**config.mk**
```make
export PLATFORM = sky130hd
export DESIGN_NAME = regfile_dump_ctrl
export DESIGN_NICKNAME = d
export VERILOG_FILES = /design/src/rtl/mips_dbg_pkg.sv /design/src/rtl/dump_byte_serializer.sv /design/src/rtl/regfile_dump_ctrl.sv
export SDC_FILE = /design/constraint.sdc
export NUM_CORES = 1
export LEC_CHECK = 0
export BUFFER_PORTS_ARGS = -buffer_cell sky130_fd_sc_hd__buf_2
export CAP_MARGIN = 20
export CELL_PAD_IN_SITES_DETAIL_PLACEMENT = 1
export CELL_PAD_IN_SITES_GLOBAL_PLACEMENT = 2
export CORE_AREA = 2 2 77 97
export CTS_BUF_LIST = sky130_fd_sc_hd__clkbuf_2
export DETAILED_ROUTE_END_ITERATION = 8
export DIE_AREA = 0 0 79 99
export HOLD_SLACK_MARGIN = 0.15
export PLACE_DENSITY_LB_ADDON = 0.1
export SYNTH_ARGS = -nofsm -noshare
export SYNTH_HDL_FRONTEND = slang
export SYNTH_SLANG_ARGS = --single-unit
```
**constraint.sdc**
```tcl
create_clock -name i_clk -period 2.2 [get_ports i_clk]
set_input_delay 0.22 -clock i_clk [delete_from_list [all_inputs] [get_ports i_clk]]
set_output_delay 0.22 -clock i_clk [all_outputs]
set_load 0.02 [all_outputs]
```
**src/rtl/mips_dbg_pkg.sv**
```systemverilog
// Shared debug-controller types and constants
// for the register-file dump path.
package mips_dbg_pkg;

    typedef enum logic [2:0] {
        IDLE  = 3'd0,
        DRAIN = 3'd1,
        LOAD  = 3'd2,
        SEND  = 3'd3,
        DONE  = 3'd4
    } dump_state_e;

    localparam int BYTES_PER_WORD   = 4;
    localparam int DEF_DRAIN_CYCLES = 4;

endpackage

```
**src/rtl/dump_byte_serializer.sv**
```systemverilog
// Holds one captured register word and streams it
// LSB first over a valid/ready byte slice.
module dump_byte_serializer
    import mips_dbg_pkg::*;
(
    input  logic        i_clk,
    input  logic        i_reset,
    input  logic        i_load,
    input  logic        i_send,
    input  logic [31:0] i_word,
    input  logic        i_ready,
    output logic [7:0]  o_data,
    output logic        o_valid,
    output logic        o_word_done
);

    localparam int BIDX_W = $clog2(BYTES_PER_WORD);

    logic [31:0]       word_q, word_d;
    logic [BIDX_W-1:0] byte_idx_q, byte_idx_d;
    logic              xfer;
    logic              last;

    assign o_valid     = i_send;
    assign xfer        = i_send && i_ready;
    assign last        = byte_idx_q == BIDX_W'(BYTES_PER_WORD - 1);
    assign o_word_done = xfer && last;
    assign o_data      = word_q[{byte_idx_q, 3'b000} +: 8];

    always_comb begin
        word_d     = word_q;
        byte_idx_d = byte_idx_q;
        if (i_load) begin
            word_d     = i_word;
            byte_idx_d = '0;
        end else if (xfer && !last) begin
            byte_idx_d = byte_idx_q + 1'b1;
        end
    end

    always_ff @(posedge i_clk) begin
        if (i_reset) begin
            word_q     <= '0;
            byte_idx_q <= '0;
        end else begin
            word_q     <= word_d;
            byte_idx_q <= byte_idx_d;
        end
    end

endmodule

```
**src/rtl/regfile_dump_ctrl.sv**
```systemverilog
// Shares the REGMEM rs read port between ID and a
// dump engine that halts, drains, then streams r0..rN.
module regfile_dump_ctrl
    import mips_dbg_pkg::*;
#(
    parameter int NUM_REGS     = 32,
    parameter int DRAIN_CYCLES = DEF_DRAIN_CYCLES,
    parameter int ADDR_W       = 5
) (
    input  logic              i_clk,
    input  logic              i_reset,
    input  logic              i_dump_req,
    input  logic [ADDR_W-1:0] i_id_rs,
    input  logic [31:0]       i_reg_data,
    input  logic              i_ready,
    output logic [ADDR_W-1:0] o_rs_sel,
    output logic              o_pipe_halt,
    output logic [7:0]        o_data,
    output logic              o_valid,
    output logic              o_busy,
    output logic              o_done
);

    localparam int CNT_W = (DRAIN_CYCLES > 1) ? $clog2(DRAIN_CYCLES) : 1;

    dump_state_e       state_q, state_d;
    logic [CNT_W-1:0]  cnt_q, cnt_d;
    logic [ADDR_W-1:0] reg_idx_q, reg_idx_d;
    logic              load;
    logic              send;
    logic              word_done;

    always_comb begin
        state_d     = state_q;
        cnt_d       = cnt_q;
        reg_idx_d   = reg_idx_q;
        o_pipe_halt = 1'b1;
        o_busy      = 1'b1;
        o_done      = 1'b0;
        load        = 1'b0;
        send        = 1'b0;
        unique case (state_q)
            IDLE: begin
                o_pipe_halt = 1'b0;
                o_busy      = 1'b0;
                if (i_dump_req) begin
                    state_d = DRAIN;
                    cnt_d   = '0;
                end
            end
            DRAIN: begin
                if (cnt_q == CNT_W'(DRAIN_CYCLES - 1)) begin
                    state_d   = LOAD;
                    reg_idx_d = '0;
                end else begin
                    cnt_d = cnt_q + 1'b1;
                end
            end
            LOAD: begin
                load    = 1'b1;
                state_d = SEND;
            end
            SEND: begin
                send = 1'b1;
                if (word_done) begin
                    if (reg_idx_q == ADDR_W'(NUM_REGS - 1)) begin
                        state_d = DONE;
                    end else begin
                        reg_idx_d = reg_idx_q + 1'b1;
                        state_d   = LOAD;
                    end
                end
            end
            DONE: begin
                o_done  = 1'b1;
                state_d = IDLE;
            end
            default: state_d = IDLE;
        endcase
    end

    always_ff @(posedge i_clk) begin
        if (i_reset) begin
            state_q   <= IDLE;
            cnt_q     <= '0;
            reg_idx_q <= '0;
        end else begin
            state_q   <= state_d;
            cnt_q     <= cnt_d;
            reg_idx_q <= reg_idx_d;
        end
    end

    // Only LOAD steals the read port; ID sees it otherwise.
    assign o_rs_sel = load ? reg_idx_q : i_id_rs;

    dump_byte_serializer u_ser (
        .i_clk       (i_clk),
        .i_reset     (i_reset),
        .i_load      (load),
        .i_send      (send),
        .i_word      (i_reg_data),
        .i_ready     (i_ready),
        .o_data      (o_data),
        .o_valid     (o_valid),
        .o_word_done (word_done)
    );

endmodule

```
==> flow_metrics.env <==
export IMPL_cts_root_buffer="clkbuf_2"
export IMPL_fin_area_um2=2780
export IMPL_cp_start_kind="flop"
export IMPL_die_y_um=99
export IMPL_io_pins=58
export IMPL_synth_seq_cells=44
export IMPL_dieArea_um2=7820
export IMPL_fin_ws_ns=0.227
export IMPL_yosys_top_cells_area="dfxtp_1 44%, nand2_1 15%, a21oi_1 9.2%"
export IMPL_first_global_vias=2081
export IMPL_numCtsBuffers=5
export IMPL_synth_top_area_cell="dfxtp_1"
export IMPL_worst_hold_slack_ns=0.224
export IMPL_diodes=0
export IMPL_track_usage_pct=14.9
export IMPL_coreArea_um2=6890
export IMPL_placementRows=34
export IMPL_worst_pin_slew_ns=0.412
export IMPL_hp_class="input port to flop"
export IMPL_fin_skew_ns=0.0111
export IMPL_gr_total_overflow=0
export IMPL_dr_pass1_iters=4
export IMPL_syn_nets=286
export IMPL_post_drt_via_cell_ratio=4.67
export IMPL_antenna_found_initial=0
export IMPL_htreeDepth=2
export IMPL_drive_gt1_share_pct=26.7
export IMPL_leakagePower_nw=1.14
export IMPL_path_clk_slew_ns=0.23
export IMPL_drv_slew=0
export IMPL_dpl_cell_count=377
export IMPL_die_x_um=79
export IMPL_netlist_area_leader_share_pct=43.8
export IMPL_cts_tree="yes"
export IMPL_synth_edf_count=0
export IMPL_finalCritPeriodShare_pct=89.7
export IMPL_place_congestion=0.754
export IMPL_synth_flop_cell="dfxtp_1"
export IMPL_pre_cts_ws_ns=0.325
export IMPL_start_util_pct=29.2
export IMPL_avgSynthCellArea_um2=8.35
export IMPL_clkLatencyLatePin_ns=0.40
export IMPL_fillers=840
export IMPL_relSlewSlack_pct=72.5
export IMPL_cp_end_kind="output pin"
export IMPL_rsz0062_at_grt="false"
export IMPL_clock_sinks=44
export IMPL_stdcell_count=419
export IMPL_synthArstFlopShare_pct=0
export IMPL_post_synth_top_count_cell="nand2_1"
export IMPL_peakVddDrop_v=0.000227
export IMPL_drc=0
export IMPL_wl_um=5550
export IMPL_post_drt_wl_per_cell_um=13.2
export IMPL_drv_cap=0
export IMPL_layout_nets=373
export IMPL_powerDensity_nw_per_um2=583
export IMPL_cp_arrival_ns=1.75
export IMPL_status="completed"
export IMPL_ys_seq_area_share_pct=43.8
export IMPL_clockBufferDepth=2
export IMPL_placed_area_um2=2370
export IMPL_hpwl_um=3750
export IMPL_grt_pass1_wl_um=9400
export IMPL_drtAntennaViolNets=0
export IMPL_syn_to_final_growth_pct=38.3
export IMPL_synthTopCellsByCount="83 x nand2_1, 44 x dfxtp_1, 37 x a21oi_1"
export IMPL_grt_max_degree=33
export IMPL_io_buffers=57
export IMPL_fin_crit_ns=1.97
export IMPL_yosys_warnings=0
export IMPL_critPathKind="flop to output pin"
export IMPL_syn_inst=241
export IMPL_fmax_mhz=507
export IMPL_setup_tns_final_ns=0
export IMPL_worstPathMaxFanout=7
export IMPL_post_cts_buffers=0
export IMPL_critPathRequiredTime_ns=1.98
export IMPL_synth_cell_area_um2=2010
export IMPL_drt_iter0_markers=64
export IMPL_setup_viol=0
export IMPL_synth_distinct_cells=37
export IMPL_hold_viol_final=0
export IMPL_num_vias=1958
## critical path: stages (launching register included)
cell and delay (ns):
dfxtp_2 0.46, buf_4 0.22, mux4_2 0.52, buf_2 0.18
## metal layers
metal  vias up  wire length [um]  GRT usage, %
met5         -                 0             0
met1       919              2480          18.3
met3         8               173          2.56
met4         0                92          5.44
met2        37              2800          25.9
li1        994                 -             -
## power by group
part           total, W  internal, W  leakage [nW]  switching (W)
registers      0.000869     0.000837         0.358      0.0000316
logic          0.000301     0.000142         0.740       0.000158
clock network  0.000453     0.000196        0.0430       0.000258
total           0.00162      0.00118          1.14       0.000447
## worst paths after layout
kind	startpoint	end	slack (ns)	depth (start not counted)
setup / recovery	u_ser.byte_idx_q[0]	o_data[6]	0.23	3
hold / removal	i_reset	u_ser.word_q[14]	0.22	2
setup reg to reg	reg_idx_q[0]	reg_idx_q[3]	0.30	7
hold reg to reg	u_ser.word_q[17]	u_ser.word_q[17]	0.47	2
## logic make-up after synthesis
logic type      after synthesis  synth area share (%)
compound gates               50                  14.4
fa+ha+maj                     4                  2.49
mux                           9                  9.51
simple gates                115                  25.5
buf+inv                      19                  4.41
flops                        44                  43.8
## flip-flops by register name (all words and copies together) (netlist names)
register,count
cnt_q,2
state_q,3
u_ser.byte_idx_q,2
u_ser.word_q,32
reg_idx_q,5
## cells in the final DEF, fill, tap and decap left out
master         Yosys  final
a211o_1            1      1
a211oi_1           1      1
a21o_1             1      1
a21oi_1           37     37
a221oi_2           1      1
a22o_1             2      2
a22oi_1            1      1
a31o_2             1      1
a31oi_1            1      1
and2_1             1      1
and3_1             1      1
and4_1             2      2
buf_2              8     57
buf_4              2      6
bufinv_16          0      1
clkbuf_2           0      6
clkinv_2           0      1
dfxtp_1           44     41
dfxtp_2            0      3
dlygate4sd3_1      0     34
ha_1               4      4
inv_1              2      2
mux2_2             1      1
mux4_2             8      8
nand2_1           83     83
nand2b_1           6      6
nand3_1            3      3
nand3b_1           1      1
nand4_1            1      1
nand4b_1           1      1
nor2_1             6      6
nor2_2             1      1
nor2b_1            3      3
nor3b_1            2      2
nor4_1             1      1
nor4b_2            1      1
o21ai_0            2      2
o21ai_1            1      1
o21ba_2            1      1
or3_1              2      2
## timing repair
action | in CTS | in global routing
hold buffers | 34 | 0
hold endpoints to repair | 34 | 0
setup endpoints to repair | 0 | 10
resized for setup | 0 | 3
## final cells by class
type,count,area (um^2),area share (%)
Clock buffer,6,30.0,1.08
Clock inverter,2,35.0,1.26
Inverter,2,7.51,0.270
Multi-Input combinational cell,178,1040,37.5
Sequential cell,44,885,31.8
Tap cell,90,113,4.04
Timing Repair Buffer,97,671,24.1
## per-stage QoR
stage,utilization (%),total power (W)
3_3_place_gp,34.5,0.00114
5_1_grt,40.4,0.00172
6_report,40.4,0.00162
4_1_cts,40.3,0.00166
3_5_place_dp,34.5,0.00114
2_1_floorplan,-,0.00105
Note: power is estimated with default switching activity, not from simulation.
